[src/rtl/alu_pkg.sv]
// Shared types for the ALU issue stage: command opcodes and sequencer FSM states.
package alu_pkg;

   typedef enum logic [1:0] {
      OP_ADD = 2'b00,
      OP_SUB = 2'b01,
      OP_AND = 2'b10,
      OP_OR  = 2'b11
   } opcode_e;

   typedef enum logic [1:0] {
      S_IDLE  = 2'b00,
      S_ISSUE = 2'b01,
      S_RESP  = 2'b10
   } seq_state_e;

   localparam int OPCODE_W = 2;

endpackage

[src/rtl/alu_cmd_fifo.sv]
// Command FIFO for the ALU issue stage; DEPTH must be a power of two so the pointers wrap naturally.
module alu_cmd_fifo #(
   parameter int W     = 18,
   parameter int DEPTH = 4
) (
   input  logic                     clk,
   input  logic                     reset_n,
   input  logic                     push,
   input  logic                     pop,
   input  logic [W-1:0]             din,
   output logic [W-1:0]             dout,
   output logic                     full,
   output logic                     empty,
   output logic [$clog2(DEPTH):0]   count
);

   localparam int AW = $clog2(DEPTH);

   logic [W-1:0]  mem [DEPTH];
   logic [AW-1:0] wr_ptr;
   logic [AW-1:0] rd_ptr;
   logic [AW:0]   count_q;

   // Storage carries no reset: entries are only read once the count says they were written.
   always_ff @(posedge clk) begin
      if (push) mem[wr_ptr] <= din;
   end

   always_ff @(posedge clk or negedge reset_n) begin
      if (!reset_n) begin
         wr_ptr  <= '0;
         rd_ptr  <= '0;
         count_q <= '0;
      end else begin
         if (push) wr_ptr <= wr_ptr + AW'(1);
         if (pop)  rd_ptr <= rd_ptr + AW'(1);
         case ({push, pop})
            2'b10:   count_q <= count_q + (AW+1)'(1);
            2'b01:   count_q <= count_q - (AW+1)'(1);
            default: count_q <= count_q;
         endcase
      end
   end

   assign dout  = mem[rd_ptr];
   assign full  = (count_q == (AW+1)'(DEPTH));
   assign empty = (count_q == '0);
   assign count = count_q;

endmodule

[src/rtl/alu_op_sequencer.sv]
// Issue stage for the combinational ALU: buffers commands, issues one at a time, returns registered results.
// Optional macro ALU_OVERFLOW_FLAG_EN adds the signed-overflow flag output out_overflow.
module alu_op_sequencer
   import alu_pkg::*;
#(
   parameter int WIDTH      = 8,
   parameter int FIFO_DEPTH = 4
) (
   input  logic                          clk,
   input  logic                          reset_n,
   input  logic                          in_valid,
   output logic                          in_ready,
   input  logic [1:0]                    in_opcode,
   input  logic [WIDTH-1:0]              in_a,
   input  logic [WIDTH-1:0]              in_b,
   output logic [1:0]                    alu_opcode,
   output logic [WIDTH-1:0]              alu_a,
   output logic [WIDTH-1:0]              alu_b,
   input  logic [WIDTH-1:0]              alu_result,
   output logic                          out_valid,
   input  logic                          out_ready,
   output logic [WIDTH-1:0]              out_result,
   output logic [1:0]                    out_opcode,
`ifdef ALU_OVERFLOW_FLAG_EN
   output logic                          out_overflow,
`endif
   output logic [$clog2(FIFO_DEPTH):0]   fifo_count,
   output logic                          busy,
   output seq_state_e                    dbg_state
);

   localparam int CW = OPCODE_W + 2*WIDTH;

   // Handshakes: a transfer happens on a rising edge where valid & ready are both high; a
   // source holds valid and its payload stable until that edge, ready may toggle freely.

   seq_state_e       state_q, state_d;
   logic             push, pop, capture, clear_valid;
   logic             fifo_full, fifo_empty;
   logic [CW-1:0]    cmd_head;
   logic [1:0]       alu_op_q, out_op_q;
   logic [WIDTH-1:0] alu_a_q, alu_b_q, out_res_q;
   logic             out_valid_q;

   assign in_ready = !fifo_full;
   assign push     = in_valid && in_ready;

   alu_cmd_fifo #(.W(CW), .DEPTH(FIFO_DEPTH)) u_fifo (
      .clk     (clk),
      .reset_n (reset_n),
      .push    (push),
      .pop     (pop),
      .din     ({in_opcode, in_a, in_b}),
      .dout    (cmd_head),
      .full    (fifo_full),
      .empty   (fifo_empty),
      .count   (fifo_count)
   );

   always_comb begin
      state_d     = state_q;
      pop         = 1'b0;
      capture     = 1'b0;
      clear_valid = 1'b0;
      case (state_q)
         S_IDLE: begin
            if (!fifo_empty) begin
               pop     = 1'b1;
               state_d = S_ISSUE;
            end
         end
         S_ISSUE: begin
            capture = 1'b1;
            state_d = S_RESP;
         end
         S_RESP: begin
            // out_valid drops for the ISSUE cycle so a result is never offered twice.
            if (out_ready) begin
               clear_valid = 1'b1;
               if (!fifo_empty) begin
                  pop     = 1'b1;
                  state_d = S_ISSUE;
               end else begin
                  state_d = S_IDLE;
               end
            end
         end
         default: state_d = S_IDLE;
      endcase
   end

`ifdef ALU_OVERFLOW_FLAG_EN
   logic ovf_d, out_ovf_q;

   always_comb begin
      ovf_d = 1'b0;
      case (opcode_e'(alu_op_q))
         OP_ADD:  ovf_d = (alu_a_q[WIDTH-1] == alu_b_q[WIDTH-1]) && (alu_result[WIDTH-1] != alu_a_q[WIDTH-1]);
         OP_SUB:  ovf_d = (alu_a_q[WIDTH-1] != alu_b_q[WIDTH-1]) && (alu_result[WIDTH-1] != alu_a_q[WIDTH-1]);
         default: ovf_d = 1'b0;
      endcase
   end

   always_ff @(posedge clk or negedge reset_n) begin
      if (!reset_n)     out_ovf_q <= 1'b0;
      else if (capture) out_ovf_q <= ovf_d;
   end

   assign out_overflow = out_ovf_q;
`endif

   always_ff @(posedge clk or negedge reset_n) begin
      if (!reset_n) begin
         state_q     <= S_IDLE;
         alu_op_q    <= '0;
         alu_a_q     <= '0;
         alu_b_q     <= '0;
         out_op_q    <= '0;
         out_res_q   <= '0;
         out_valid_q <= 1'b0;
      end else begin
         state_q <= state_d;
         if (pop) begin
            alu_op_q <= cmd_head[CW-1 -: OPCODE_W];
            alu_a_q  <= cmd_head[2*WIDTH-1 -: WIDTH];
            alu_b_q  <= cmd_head[WIDTH-1:0];
         end
         if (capture) begin
            out_res_q   <= alu_result;
            out_op_q    <= alu_op_q;
            out_valid_q <= 1'b1;
         end else if (clear_valid) begin
            out_valid_q <= 1'b0;
         end
      end
   end

   assign alu_opcode = alu_op_q;
   assign alu_a      = alu_a_q;
   assign alu_b      = alu_b_q;
   assign out_valid  = out_valid_q;
   assign out_result = out_res_q;
   assign out_opcode = out_op_q;
   assign busy       = (state_q != S_IDLE) || (fifo_count != '0);
   assign dbg_state  = state_q;

endmodule

[config.mk]
export PLATFORM = sky130hd
export DESIGN_NAME = alu_op_sequencer
export DESIGN_NICKNAME = d
export VERILOG_FILES = /design/src/rtl/alu_pkg.sv /design/src/rtl/alu_cmd_fifo.sv /design/src/rtl/alu_op_sequencer.sv
export SDC_FILE = /design/constraint.sdc
export NUM_CORES = 1
export LEC_CHECK = 0
export CORE_MARGIN = 3
export CORE_UTILIZATION = 50
export CTS_CLUSTER_DIAMETER = 200
export DETAILED_ROUTE_END_ITERATION = 6
export PLACE_DENSITY = 0.75
export SYNTH_ARGS = -nofsm -noshare
export SYNTH_HDL_FRONTEND = slang
export SYNTH_HIERARCHICAL = 1
export SYNTH_SLANG_ARGS = --single-unit
[constraint.sdc]
create_clock -name clk -period 5.1 [get_ports clk]
set_input_delay 0.765 -clock clk [delete_from_list [all_inputs] [get_ports clk]]
set_output_delay 0.765 -clock clk [all_outputs]
set_load 0.01 [all_outputs]
# == Word-level counts from Yosys, hierarchy flattened ==
# Memory sizes are Yosys's and may differ from the RTL's. A register that Yosys moved wholly into a read port is not among the register bits.
# Index checks and enable logic that the tools add are counted.
# totals
ram_bits,72
inputBits,30
output_inout_bits,36
elab_cells,45
ff_bits,20
n_memories,1
# mem_list
name,words,width,rd,rd_clocked_by_memory_dff,write_ports,line_no,rtl
u_fifo.mem,4,18,1,1,1,alu_cmd_fifo.sv:19,logic [W-1:0] mem [DEPTH];
# classes
reduce_logical,11
eq_ne,7
addsub,4
mux,15
# op_table
operator,count
$mux 1,10
$pmux 2 s3,1
$pmux 3 s2,1
$reduce_bool 2->1,3
$add 2x1->2 const B,2
$eq 2x1->1 const B,2
$eq 2x2->1 const B,2
$mux 2,2
$ne 2x2->1 const B,2
$add 3x1->3 const B,1
$eq 3x3->1 const B,1
$logic_not 3->1,1
$reduce_bool 3->1,1
$sub 3x1->3 const B,1
$logic_not 1->1,2
$logic_not 2->1,1
$pmux 1 s2,1
$reduce_and 2->1,1
$logic_and 1x1->1,1
$logic_or 1x1->1,1

# == Logic depth before layout (Yosys ltp) ==
# logic_depth
depth_word,6
mapped_depth,10
depth_no_buf,10

# == Cells and area by module ==
# Netlist, hierarchy kept.
# by_module_without_submodules
module,seq_area_each_um2,n_inst,area_per_inst_um2,cells_per_inst
alu_cmd_fifo,2337.2,1,2996.6,131
alu_op_sequencer,775.7,1,1241.2,76

# == Worst setup path before layout ==
# OpenSTA, ideal clock, no wires.
# synth_path
path_type,input to register
from,input out_ready
to,"register u_fifo.count_q[2], in the netlist u_fifo/count[2]"
stages,9
arrival_time_ps,2310
n_path_buf,1
slack_ps,2711
required_time_ps,5021
setup_ps,79
path_cell_list,nor2b_4 > nor3_4 > buf_12 > ha_1 > inv_1 > fa_1 > xor2_1 > nor2_1 > xor2_1
# synth_between
elab_chain_len,4
word_cells_on_any_way,6
classes_between,eq/ne: 2; mux: 3; reduce/logical: 1
# synth_lines
element,line_no,rtl
from (decl),alu_op_sequencer.sv:21,"input logic out_ready,"
$mux 1 *,alu_op_sequencer.sv:78,if (out_ready) begin
$pmux 1 s2 *,alu_op_sequencer.sv:65,case (state_q)
named net pop,alu_op_sequencer.sv:38,"logic push, pop, capture, clear_valid;"
$eq 2x1->1 / $eq 2x2->1 (equally long branches),alu_cmd_fifo.sv:37,"case ({push, pop})"
$pmux 3 s2 / $reduce_bool 2->1 (equally long branches),-,
to (signal assigned),alu_cmd_fifo.sv:38,2'b10: count_q <= count_q + (AW+1)'(1);
to (signal assigned),alu_cmd_fifo.sv:39,2'b01: count_q <= count_q - (AW+1)'(1);
to (signal assigned),alu_cmd_fifo.sv:40,default: count_q <= count_q;
to (decl),alu_cmd_fifo.sv:22,logic [AW:0] count_q;
# Mark *: on every way through the listed nets, which the timed path passes. The rest lies on a longest branch.
# A chain may end at the register's enable or synchronous reset.

# == Worst setup path in the final report ==
# layout_path
from,input out_ready
to,"register u_fifo.count_q[2], in the netlist u_fifo/count[2]"
# layout_between
elab_chain_len,4
word_cells_on_any_way,6
classes_between,eq/ne: 2; mux: 3; reduce/logical: 1
# layout_lines
element,line_no
$mux 1 *,alu_op_sequencer.sv:78
$pmux 1 s2 *,alu_op_sequencer.sv:65
$eq 2x1->1 / $eq 2x2->1 (equally long branches),alu_cmd_fifo.sv:37
$pmux 3 s2 / $reduce_bool 2->1 (equally long branches),-
# Every way passes the cells marked *; elsewhere a longest branch is shown, timed or not.

==> results.cfg <==
[outcome]
status = completed

[clocking]
clk_pin_slew_ns = 0.10
cts_tree = done
cts_num_sinks = 110
clockBufferDepth = 2
cts_hold_buf = 0
worst_skew_pair.late_latency_ns = 0.36
cts-root-buf = clkbuf_8
ctsResizeCount = 0
htreeDepth = 3
post_cts_buffers = 0
numCtsBuffers = 9

[route]
wl_per_cell_um = 17.5
vias = 2025
wl_mm = 6.77
antenna_left = 0
drc = 0
drt_iter0_drc = 62
drt-pass1-iter-count = 4
post_drt_via_cell_ratio = 5.25

[synth]
synthAdderAreaFrac_pct = 1.95
yosysMostFrequentCell = edfxtp_1
yosysWarnings = 6
synth_top_area_cell = edfxtp_1
synth_cells = 207
ys_seq_area_share_pct = 73.5
syn_area_sq_um = 4240
synthMuxAreaShare_pct = 17.8
synth_compound_gate_area_share_pct = 0.679
synthDistinctLibCells = 25
synthesis.nets = 243
synth_ff_type = edfxtp_1
synth_xor_area_share_pct = 1.24
netlist_top_cells_count = edfxtp_1, dfrtp_1, mux2_2
synth_top_area_share_pct = 51.0
synth_edf_count = 72
synthTopCellsByArea = edfxtp_1, dfrtp_1, mux4_2
syn_area_per_cell_sq_um = 20.5
ys_seq_elements = 110
synth_top_family_by_area = multiplexers
synth-simple-area-share_pct = 2.66
synthArstFlopShare_pct = 34.5

[grt]
grt_usage_pct = 14.9
grt_max_degree = 39
grt_antenna_before_repair = 0
grt_first_pass_wirelength_mm = 10.9
overflow = 0
grt_pass1_vias = 2054

[run]
maxCapViolCount = 0

[sta]
skew_ns = 0.0138
max_freq_mhz = 373
rsz0062_at_grt = false
post-route-period-util_pct = 52.6
relSlewSlack_pct = 36.5
fin_crit_ns = 2.68
slew_violations = 0
fin_ws_ns = 2.42
max_slew.worst_pin.slew_ns = 0.953
fin_tns_setup_ns = 0
finalSetupViolCount = 0
hold_viol = 0

[setup_path]
start_kind = primary input
cp.required_ns = 5.39
crit_top_cell = xor2_1
crit_slowest_cell = clkdlybuf4s50_1
cpPeakStageDelay_ns = 0.53
cp_top_family = buffers and inverters
critPathBufInv = 3
r2r_cells = 9
path_depth = 10
crit_fanout = 21
setup.worst_path.end_class = flop
path_class = primary input to flop
worstPathArrival_ns = 2.97
crit_chain = clkdlybuf4s50_1, nor2b_4, nor3_4, buf_4, ha_1, inv_1, fa_1, xor2_1, nor2_1, xor2_1

[placement]
place_congestion = 0.722
dpl_worst_slack_ns = 2.03
dp_hpwl_mm = 4.37
postPlaceCellArea_sq_um = 4970
portBuffers = 65

[final_layout]
nNetsFinal = 315
design_area_sq_um = 5160
drive_gt1_share_pct = 23.6
syn_to_final_growth_pct = 21.9
fin_util_pct = 64.8
insertedDiodeCount = 0

[floorplanning]
num_rows = 32
dieArea_sq_um = 9620
die_h_um = 98.1
design.core.area_sq_um = 7970
io_pins = 66
start_util_pct = 53.2
die_w_um = 98.1

[min_path]
hold_class = flop to flop
whs_path_depth = 1

[power_and_ir_drop]
irDropWorstVdd_mv = 0.348
p_leak_nw = 1.89
power.density_nw_per_um2 = 600
p_total_mw = 3.10
==> state kept, by name (all words and copies together) (netlist names) <==
register,cells
out_valid,1
u_fifo/count,3
out_result,8
out_opcode,2
alu_b,8
alu_opcode,2
u_fifo/mem,72
dbg_state,2
alu_a,8
u_fifo/wr_ptr,2
u_fifo/rd_ptr,2
==> through the flow <==
stage               instances  hold WS, ns
floorplan                 207        0.469
global route              386        0.529
detailed placement        370        0.495
finish                    386        0.513
global placement          370        0.489
CTS                       386        0.519
==> where the power goes <==
group	switching, mW	internal (mW)	leakage [nW]
logic	0.484	0.709	0.688
clock network	0.275	0.231	0.0931
registers	0.156	1.24	1.10
total	0.915	2.18	1.89
==> path summary, 6_finish.rpt <==
check | from | end | slack [ns]
min in group asynchronous | reset_n | u_fifo/count[1]$_DFFE_PN0P_ | 0.52
max reg2reg | u_fifo/count[0]$_DFFE_PN0P_ | u_fifo/count[2]$_DFFE_PN0P_ | 2.77
min reg2reg | out_result[2]$_DFFE_PN0P_ | out_result[2]$_DFFE_PN0P_ | 0.51
max in group asynchronous | reset_n | alu_b[4]$_DFFE_PN0P_ | 4.01
min | out_result[2]$_DFFE_PN0P_ | out_result[2]$_DFFE_PN0P_ | 0.51
max | out_ready | u_fifo/count[2]$_DFFE_PN0P_ | 2.42
==> logic make-up (layout without fill, tap and decap cells) <==
kind of cell / Yosys count / after routing
flops: 110 / 110
mux: 46 / 46
simple gates: 19 / 19
buf+inv: 15 / 92
fa+ha+maj: 6 / 6
xor+xnor: 6 / 6
compound gates: 5 / 5
==> cells in the final DEF, fill, tap and decap left out, types with 5 or more instances in the layout <==
cell             count
edfxtp_1            72
clkdlybuf4s50_1     64
dfrtp_1             38
mux2_2              19
mux4_2              18
inv_1                9
mux2_4               9
clkbuf_8             9
ha_1                 5
==> worst register-to-register path, cell delays in order, from the launching register on <==
cell and delay, ns:
dfrtp_1 0.44, nor3_1 0.13, nor3_4 0.18, buf_4 0.36
ha_1 0.26, inv_1 0.06, fa_1 0.37, xor2_1 0.15
nor2_1 0.13, xor2_1 0.17
==> layer usage <==
metal	wire (um)	track usage [%]
met1	2940	19.9
met2	3360	24.0
met4	68	5.11
met3	400	4.00
met5	0	0
==> final cells by class <==
cell class / count / area, sq um
clock buffer: 10 / 128
clock inverter: 6 / 71.3
fill: 579 / 2800
inverter: 9 / 33.8
multi-input combinational: 82 / 1030
sequential: 110 / 3110
tap: 102 / 128
timing repair buffer: 67 / 661
No activity file was read; power rests on OpenSTA's default activity.
